==> config.mk <==
export PLATFORM = sky130hd
export DESIGN_NAME = imm_issue_ctrl
export DESIGN_NICKNAME = d
export VERILOG_FILES = /design/src/rtl/rv_imm_pkg.sv /design/src/rtl/imm_sel_decode.sv /design/src/rtl/imm_issue_ctrl.sv
export SDC_FILE = /design/constraint.sdc
export NUM_CORES = 1
export LEC_CHECK = 0
export CORE_ASPECT_RATIO = 1.4
export CORE_MARGIN = 10
export CORE_UTILIZATION = 49
export CTS_CLUSTER_DIAMETER = 200
export DETAILED_ROUTE_END_ITERATION = 6
export PLACE_DENSITY = 0.81
export SLEW_MARGIN = 20
export SYNTH_ARGS = -nofsm -noshare
export SYNTH_HDL_FRONTEND = slang
export SYNTH_SLANG_ARGS = --single-unit
==> constraint.sdc <==
create_clock -name clk -period 1.6 [get_ports clk]
set_input_delay 0.16 -clock clk [delete_from_list [all_inputs] [get_ports clk]]
set_output_delay 0.16 -clock clk [all_outputs]
set_load 0.1 [all_outputs]
==> src/rtl/rv_imm_pkg.sv <==
// Shared types for the immediate-generator issue path: select codes and RV32 opcodes.
package rv_imm_pkg;

  typedef enum logic [2:0] {
    DEFAULT = 3'd0,
    REGIMM  = 3'd1,
    LOAD    = 3'd2,
    STORE   = 3'd3,
    BRANCH  = 3'd4,
    JALR    = 3'd5,
    JAL     = 3'd6,
    UPPER   = 3'd7
  } imm_sel_t;

  localparam logic [6:0] OPC_OP_IMM = 7'b0010011;
  localparam logic [6:0] OPC_LOAD   = 7'b0000011;
  localparam logic [6:0] OPC_STORE  = 7'b0100011;
  localparam logic [6:0] OPC_BRANCH = 7'b1100011;
  localparam logic [6:0] OPC_JALR   = 7'b1100111;
  localparam logic [6:0] OPC_JAL    = 7'b1101111;
  localparam logic [6:0] OPC_LUI    = 7'b0110111;
  localparam logic [6:0] OPC_AUIPC  = 7'b0010111;
  localparam logic [6:0] OPC_OP     = 7'b0110011;
  localparam logic [6:0] OPC_FENCE  = 7'b0001111;
  localparam logic [6:0] OPC_SYSTEM = 7'b1110011;

endpackage

==> src/rtl/imm_sel_decode.sv <==
// Opcode -> immediate select classifier. Illegal flag exists only with IMM_ILLEGAL_TRAP_EN.
module imm_sel_decode
  import rv_imm_pkg::*;
(
  input  logic [6:0] opcode,
`ifdef IMM_ILLEGAL_TRAP_EN
  output logic       illegal,
`endif
  output imm_sel_t   sel
);

  logic unmapped;

  always_comb begin
    sel      = DEFAULT;
    unmapped = 1'b0;
    case (opcode)
      OPC_OP_IMM:                     sel = REGIMM;
      OPC_LOAD:                       sel = LOAD;
      OPC_STORE:                      sel = STORE;
      OPC_BRANCH:                     sel = BRANCH;
      OPC_JALR:                       sel = JALR;
      OPC_JAL:                        sel = JAL;
      OPC_LUI, OPC_AUIPC:             sel = UPPER;
      OPC_OP, OPC_FENCE, OPC_SYSTEM:  sel = DEFAULT;
      default:                        unmapped = 1'b1;
    endcase
  end

`ifdef IMM_ILLEGAL_TRAP_EN
  // Every mapped opcode ends in 2'b11; the explicit check keeps compressed encodings flagged.
  assign illegal = unmapped | (opcode[1:0] != 2'b11);
`else
  logic unused_unmapped;
  assign unused_unmapped = unmapped;
`endif

endmodule

==> src/rtl/imm_issue_ctrl.sv <==
// Two-stage decode sequencer feeding the registered imm generator; ex_valid_o aligns with imm_o.
// Optional IMM_ILLEGAL_TRAP_EN adds ex_illegal_o carried alongside each instruction.
module imm_issue_ctrl
  import rv_imm_pkg::*;
#(
  parameter int XLEN = 32
) (
  input  logic            clk,
  input  logic            rst,
  input  logic            if_valid_i,
  output logic            if_ready_o,
  input  logic [XLEN-1:0] if_instr_i,
  input  logic [XLEN-1:0] if_pc_i,
  input  logic            flush_i,
  output imm_sel_t        imm_sel_o,
  output logic [XLEN-1:0] imm_instr_o,
  output logic            ex_valid_o,
  input  logic            ex_ready_i,
  output logic [XLEN-1:0] ex_instr_o,
`ifdef IMM_ILLEGAL_TRAP_EN
  output logic            ex_illegal_o,
`endif
  output logic [XLEN-1:0] ex_pc_o
);

  typedef struct packed {
    logic [XLEN-1:0] instr;
    logic [XLEN-1:0] pc;
    imm_sel_t        sel;
`ifdef IMM_ILLEGAL_TRAP_EN
    logic            illegal;
`endif
  } stage_t;

  stage_t   s1, s2, s_in;
  logic     s1_v, s2_v;
  logic     adv, accept;
  imm_sel_t dec_sel;

  imm_sel_decode u_dec (
    .opcode  (if_instr_i[6:0]),
`ifdef IMM_ILLEGAL_TRAP_EN
    .illegal (s_in.illegal),
`endif
    .sel     (dec_sel)
  );

  always_comb begin
    s_in.instr = if_instr_i;
    s_in.pc    = if_pc_i;
    s_in.sel   = dec_sel;
  end

  assign adv        = ~s2_v | ex_ready_i;
  assign if_ready_o = (~s1_v | adv) & ~flush_i;
  assign accept     = if_valid_i & if_ready_o;

  always_ff @(posedge clk or negedge rst) begin
    if (!rst) begin
      s1   <= '0;
      s2   <= '0;
      s1_v <= 1'b0;
      s2_v <= 1'b0;
    end else if (flush_i) begin
      s1_v <= 1'b0;
      s2_v <= 1'b0;
    end else begin
      if (adv) begin
        s2   <= s1;
        s2_v <= s1_v;
      end
      if (accept) begin
        s1   <= s_in;
        s1_v <= 1'b1;
      end else if (adv) begin
        s1_v <= 1'b0;
      end
    end
  end

  // Generator registers whatever S2 will hold after this edge, so imm_o tracks S2 exactly.
  assign imm_sel_o   = adv ? s1.sel   : s2.sel;
  assign imm_instr_o = adv ? s1.instr : s2.instr;

  assign ex_valid_o = s2_v;
  assign ex_instr_o = s2.instr;
  assign ex_pc_o    = s2.pc;
`ifdef IMM_ILLEGAL_TRAP_EN
  assign ex_illegal_o = s2.illegal;
`endif

endmodule

* Word-level counts from Yosys, hierarchy flattened
Index checks and enable logic that the tools add are counted. Widths: inputs -> output; s select.
Word-level totals: output and inout bits 101, input port bits 69, register bits after elaboration 136
Cells by class: equal/unequal tests 8, reduce and logical (&&, ||, !) cells 5, muxes and demuxes 8, bitwise logic cells 7
Operators with widths (count):
- $mux 32 | 1
- $eq 7x7->1 const B | 3
- $pmux 3 s7 | 1
- $eq 7x5->1 const B | 2
- $eq 7x6->1 const B | 2
- $eq 7x2->1 const B | 1
- $mux 1 | 5
- $reduce_and 2->1 | 2
- $mux 3 | 1
- $not 1->1 | 3
- $reduce_bool 3->1 | 1
- $and 1x1->1 | 2
- $or 1x1->1 | 2
- $reduce_bool 2->1 | 1
- $reduce_or 2->1 | 1

* Longest topological paths before layout
Gate-level depths: netlist (run 1).
depth after elaboration 7, gate-level depth with buffers 5, gate-level depth less buffers 3

* By module
A second synthesis (run 1) with hierarchy kept.
Second synthesis, totals: cells, all modules 487, area, all modules 6058.3 um2
Modules (own cells, without submodules):
- imm_issue_ctrl | seq. area each 3403.3 um2, times used 1, cells each 471, area each 5962.0 um2
- imm_sel_decode | seq. area each 0.0 um2, times used 1, cells each 16, area each 96.3 um2

* Worst setup path after synthesis (run 1)
Ideal clock, no wire load.
kind register to output, from register s2_v, in the netlist ex_valid_o, to output if_ready_o, arrival time 2686 ps, path slack -1246 ps, data required time 1440 ps, cell stages (with the launch flop) 4, buffers on the path 1, cell sequence dfrtp_1 > nor2b_1 > buf_2 > a21oi_1
On the way: word-level cells in the longest chain between the ends 4
Ends and longest elaborated chain:
- start, declared | line imm_issue_ctrl.sv:36 | logic s1_v, s2_v;
- start signal, assigned | line imm_issue_ctrl.sv:70 | s2_v <= s1_v;
- $not 1->1 | line imm_issue_ctrl.sv:54 | assign adv = ~s2_v | ex_ready_i;
- $or 1x1->1 | line imm_issue_ctrl.sv:54
- $or 1x1->1 | line imm_issue_ctrl.sv:55 | assign if_ready_o = (~s1_v | adv) & ~flush_i;
- $and 1x1->1 | line imm_issue_ctrl.sv:55
- end, declared | line imm_issue_ctrl.sv:11 | output logic if_ready_o,
Every way passes these cells.

* Final worst setup path (run 1)
from register s2_v, in the netlist ex_valid_o, to output imm_instr_o[25]
On the way: word-level cells in the longest chain between the ends 3
Ends and longest elaborated chain:
- $not 1->1 | line imm_issue_ctrl.sv:54
- $or 1x1->1 | line imm_issue_ctrl.sv:54
- $mux 32 | line imm_issue_ctrl.sv:83 | assign imm_instr_o = adv ? s1.instr : s2.instr;
- end, declared | line imm_issue_ctrl.sv:16 | output logic [XLEN-1:0] imm_instr_o,
Every way passes these cells.

==> flow_summary.yaml, run 1 <==
timing:
  worst_slew_pin_slew_ns: 0.417
  grt_setup_unrepaired: "true"
  setup_slack_ns: -0.390
  hold_viol: 0
  holdWs_ns: 0.243
  maxSlewViolCount: 0
  relSlewSlack_pct: 72.2
  fin_worst_skew_ns: 0.00804
  final.period_utilization_pct: 124
  setup-violations-final: 103
  max_freq_mhz: 502
  period_minus_slack_ns: 1.99
synthesis:
  synthesis.instances: 490
  synth.avg_cell_area_um2: 12.9
  synth_adder_area_share_pct: 0
  synth.ff_latch_count: 136
  seq_area_frac_synth_pct: 53.9
  synth_top_family_by_area: "multiplexers"
  syn_area_mm2: 0.00632
  synth-compound-area-share_pct: 0.792
  synth_warnings: 0
  synth_mux_area_share_pct: 26.8
  syn-num-nets: 559
  yosys.area_share.xor_xnor_pct: 0.277
  synth-simple-area-share_pct: 8.06
  ys_types: 25
grt:
  antenna_found_initial: 0
  grt_pass1_vias: 4940
  grt_max_degree: 44
  grt_pass1_wl_mm: 30.0
  grt.total_usage_pct: 21.9
  globalRouteOverflowTotal: 0
floorplanning:
  rows: 49
  fp.coreArea_mm2: 0.0128
  die_h_um: 154
  start_util_pct: 49.6
  die-area_mm2: 0.0179
  die_w_um: 116
  io_pins: 170
layout:
  utilization_pct: 86.2
  final_cell_count_no_fill: 795
  multiInputGateArea_mm2: 0.00337
  drive_gt1_share_pct: 58.9
  synthToLayoutAreaGrowth_pct: 73.9
  antenna_cells: 0
  n_fill_cell: 549
  seqCellArea_mm2: 0.00341
  finalNetCount: 699
place:
  port_buffers: 169
  post-place-ws_ns: -0.156
  gp_congestion: 0.753
  dp_cells: 745
  dp_hpwl_mm: 12.8
critical_path:
  worstSetupStartpointType: "register"
  arrival_ns: 1.83
  critPathCaptureType: "output port"
  worstSetupPathType: "register to output port"
  worstPathRequired_ns: 1.44
  crit_path_max_fanout: 5
clocking:
  clkSinkCount: 136
  clkLatencyLatePin_ns: 0.41
  htree_levels: 4
  path_clk_slew_ns: 0.06
  clock_path_buffers: 2
  cts_made_buffers: 17
  clockRootBuffer: "clkbuf_16"
  cts_tree: "built"
worst_hold_path:
  min_path_type: "primary input to async pin"
flow_run:
  maxCapViolCount: 0
routing:
  via_per_inst: 5.40
  wl_per_cell_um: 26.2
  wl_mm: 20.9
  first_pass_iters: 4
  via_count: 4296
  drtAntennaViolNets: 0
  drc: 0
  initialDrtViolationCount: 149
power_and_ir_drop:
  power.leakage_nw: 4.88
  p_per_area_mw_per_mm2: 1590
  total_power_w: 0.0175
  vdd_drop_max_mv: 0.916
status:
  violations: "setup timing"
  status: "finished, violations left"
==> area by class of cell <==
cell class	count	share of cell area, %
multi-input combinational	265	30.6
sequential	136	31.0
clock inverter	11	1.80
tap	153	1.74
timing repair buffer	208	30.7
clock buffer	20	4.06
inverter	2	0.0683
==> per-layer routing <==
metal	track usage, %	part of all wire, %	vias up
li1	-	-	1851
met1	23.5	34	2246
met2	39.6	57	152
met3	5.61	5.4	47
met4	8.55	3.2	0
met5	0	0	-
==> repair_timing <==
| action | in CTS | in global routing |
|---|---|---|
| pin swaps | 8 | 11 |
| hold buffers | 1 | 0 |
| buffers inserted | 6 | 2 |
| setup endpoints to repair | 36 | 53 |
| gates cloned | 6 | 5 |
| resized for setup | 90 | 54 |
| hold endpoints to repair | 37 | 0 |
==> through the flow <==
stage | cell area (um2) | TNS, ns
finish | 11000 | -16.93
global route | 11000 | -20.99
CTS | 10600 | -11.98
detailed placement | 9400 | -18.48
global placement | 9400 | -12.53
floorplan | 6910 | -10.27
==> state kept, by name, summed over array words and instances, names as in the netlist <==
register / cells
ex_pc_o: 32
s2: 3
s1: 67
ex_valid_o: 1
ex_instr_o: 32
s1_v: 1
==> logic make-up after synthesis <==
| family | count (synthesis) |
|---|---|
| flip-flops | 136 |
| multiplexers | 131 |
| AO/OA/AOI/OAI | 8 |
| buffers and inverters | 89 |
| AND/OR/NAND/NOR | 124 |
| XOR/XNOR | 2 |
==> report_power, final <==
group / total (W) / switching (W) / internal [W]
Sequential: 0.00489 / 0.000821 / 0.00406
Combinational: 0.00830 / 0.00501 / 0.00329
Clock: 0.00428 / 0.00148 / 0.00281
Total: 0.0175 / 0.00731 / 0.0102
==> path summary, 6_finish.rpt <==
kind	from	endpoint	slack [ns]	cells past startpoint
max	ex_valid_o$_DFFE_PN0P_	imm_instr_o[25]	-0.39	8
max in group asynchronous	rst	ex_valid_o$_DFFE_PN0P_	0.77	3
min	rst	ex_instr_o[4]$_DFFE_PN0P_	0.24	2
max reg2reg	ex_valid_o$_DFFE_PN0P_	ex_pc_o[12]$_DFFE_PN0P_	-0.12	6
min reg2reg	s1[18]$_DFFE_PN0P_	s1[18]$_DFFE_PN0P_	0.51	1
min in group clk	if_pc_i[15]	s1[18]$_DFFE_PN0P_	0.36	2
==> worst max-delay path, cell delays in order, from the launching register on <==
cell,delay [ns]
dfrtp_4,0.49
buf_6,0.13
nand2b_4,0.08
buf_12,0.11
buf_8,0.12
buf_16,0.16
nand2_4,0.08
nand2_8,0.08
buf_12,0.17
==> placed cells by master (no fill, tap or decap), types with 2 or more instances in the layout <==
cell	count
dfrtp_1	135
buf_12	113
mux2_4	97
clkdlybuf4s50_1	67
nand2_8	48
nand2_1	35
mux2_2	34
clkbuf_16	21
nand2_4	15
buf_4	9
nand2_2	8
buf_16	6
buf_6	6
bufinv_16	5
clkinv_4	4
nand3_1	3
a21oi_1	3
inv_1	2
xnor2_1	2
nand4_1	2
a31oi_1	2
nand2b_1	2
nor2_1	2
clkbuf_1	2
buf_8	2
==> Yosys cell counts (all sizes together) <==
| master | instances | share of area [%] |
|---|---|---|
| nand4 | 2 | 0.20 |
| o2bb2ai | 1 | 0.14 |
| inv | 2 | 0.12 |
| and2 | 1 | 0.099 |
| a31oi | 2 | 0.20 |
| dfrtp | 136 | 54 |
| nand2b | 3 | 0.30 |
| nand3 | 3 | 0.24 |
| buf | 82 | 9.8 |
| a21oi | 4 | 0.32 |
| xnor2 | 2 | 0.28 |
| nand3b | 1 | 0.12 |
| and3b | 1 | 0.14 |
| nor2 | 3 | 0.18 |
| and4b | 1 | 0.16 |
| nor2b | 3 | 0.34 |
| mux2 | 131 | 27 |
| nand2 | 106 | 6.3 |
| clkbuf | 5 | 0.30 |
| a32oi | 1 | 0.14 |
No activity file was read; power rests on OpenSTA's default activity.
==> run 2, diff against run 1 <==
Settings changed: SKIP_CTS_REPAIR_TIMING set to 1.
==> run 2 against run 1 <==
  * The flow still finishes with violations (setup timing)
  * Combinational power fell by 3.4%
  * Worst hold slack got worse by 0.0017 ns
  * Count of clock-buffer cells in the layout did not move
  * Setup slack improved by 0.070 ns
  * Die area did not move
  * Via count fell by 2.9%
  * Non-clock buffer count fell by 9
  * Sequential share of layout area rose by 1.6 points
  * Critical path type unchanged
  * Largest cell class unchanged
  * Largest power group unchanged
==> flow_summary.yaml, run 2 (same netlist as run 1, synthesis figures left out) <==
routing:
  initialDrtViolationCount: 201
  wl_per_cell_um: 23.2
  wl_mm: 18.3
  drc: 0
  drtAntennaViolNets: 0
  first_pass_iters: 4
  via_per_inst: 5.31
  via_count: 4173
floorplanning:
  io_pins: 170
  die_w_um: 116
  fp.coreArea_mm2: 0.0128
  rows: 49
  die-area_mm2: 0.0179
  start_util_pct: 49.6
  die_h_um: 154
layout:
  antenna_cells: 0
  final_cell_count_no_fill: 786
  synthToLayoutAreaGrowth_pct: 65.6
  mostFrequentLayoutCells: "135 x dfrtp_1, 112 x buf_12, 73 x mux2_2"
  largest_reg_flops: 67
  regMostFlops: "s1"
  final_common_cell: "dfrtp_1"
  utilization_pct: 82.1
  finalNetCount: 690
  drive_gt1_share_pct: 58.1
grt:
  grt_pass1_vias: 4696
  globalRouteOverflowTotal: 0
  antenna_found_initial: 0
  grt.total_usage_pct: 19.7
  grt_max_degree: 44
  grt_pass1_wl_mm: 27.4
timing:
  fin_worst_skew_ns: 0.00648
  max_freq_mhz: 521
  grt_setup_unrepaired: "true"
  final.period_utilization_pct: 120
  worst_slew_pin_slew_ns: 0.409
  period_minus_slack_ns: 1.92
  relSlewSlack_pct: 72.7
  setup_slack_ns: -0.320
  hold_viol: 0
  setup-violations-final: 36
  maxSlewViolCount: 0
  timing.setup.tns_ns: -10.53
clocking:
  clkSinkCount: 136
  cts_made_buffers: 17
  cts_tree: "built"
  path_clk_slew_ns: 0.06
  clockRootBuffer: "clkbuf_16"
  clock_path_buffers: 2
  clkLatencyLatePin_ns: 0.41
  htree_levels: 4
power_and_ir_drop:
  p_per_area_mw_per_mm2: 1630
  power.leakage_nw: 4.58
  vdd_drop_max_mv: 0.861
  total_power_w: 0.0171
place:
  dp_hpwl_mm: 12.8
  post-place-ws_ns: -0.156
  port_buffers: 169
  dp_cells: 745
  gp_congestion: 0.753
worst_hold_path:
  min_path_type: "primary input to async pin"
status:
  violations: "setup timing"
  status: "finished, violations left"
critical_path:
  critPathCaptureType: "output port"
  worstSetupPathType: "register to output port"
  worstSetupStartpointType: "register"
  crit_path_max_fanout: 7
  arrival_ns: 1.76
  worstPathRequired_ns: 1.44
flow_run:
  maxCapViolCount: 0
run 2: path summary, 6_finish.rpt:
kind | slack, ns | start | endpoint | cells after the start
setup / recovery | -0.32 | ex_valid_o$_DFFE_PN0P_ | imm_instr_o[15] | 6
min in group clk | 0.36 | if_valid_i | s1_v$_DFFE_PN0P_ | 3
max in group asynchronous | 0.77 | rst | ex_valid_o$_DFFE_PN0P_ | 3
setup reg to reg | 0.06 | ex_valid_o$_DFFE_PN0P_ | ex_instr_o[21]$_DFFE_PN0P_ | 5
hold / removal | 0.24 | rst | ex_instr_o[4]$_DFFE_PN0P_ | 2
hold reg to reg | 0.51 | s1[18]$_DFFE_PN0P_ | s1[18]$_DFFE_PN0P_ | 1
run 2: report_power, final:
| group | switching, W | leakage, nW | internal (W) |
|---|---|---|---|
| Combinational | 0.00491 | 2.66 | 0.00311 |
| Sequential | 0.000722 | 1.61 | 0.00407 |
| Clock | 0.00146 | 0.310 | 0.00281 |
run 2: worst max-delay path: stages, from the launching register on:
cell       delay, ns
dfrtp_4         0.49
buf_6           0.13
nand2b_4        0.18
clkbuf_16       0.22
nand2_4         0.07
nand2_8         0.09
buf_12          0.17
run 2: cell type report:
cell class	count	area (um2)
multi-input combinational	265	3050
clock buffer	20	447
fill	630	2290
sequential	136	3410
inverter	2	7.51
clock inverter	11	198
timing repair buffer	199	3160
tap	153	191
run 2: through the flow:
stage	hold slack [ns]	cell area, um2
floorplan	-0.136	6910
global placement	0.0972	9400
detailed placement	0.105	9400
CTS	-0.333	10000
global route	0.260	10500
finish	0.241	10500
run 2: routing by layer:
layer | vias up | GRT usage (%) | routed length [um]
met2 | 136 | 35.5 | 10400
met3 | 35 | 5.27 | 1020
li1 | 1839 | - | -
met4 | 0 | 7.59 | 481
met5 | - | 0 | 0
met1 | 2163 | 21.3 | 6370
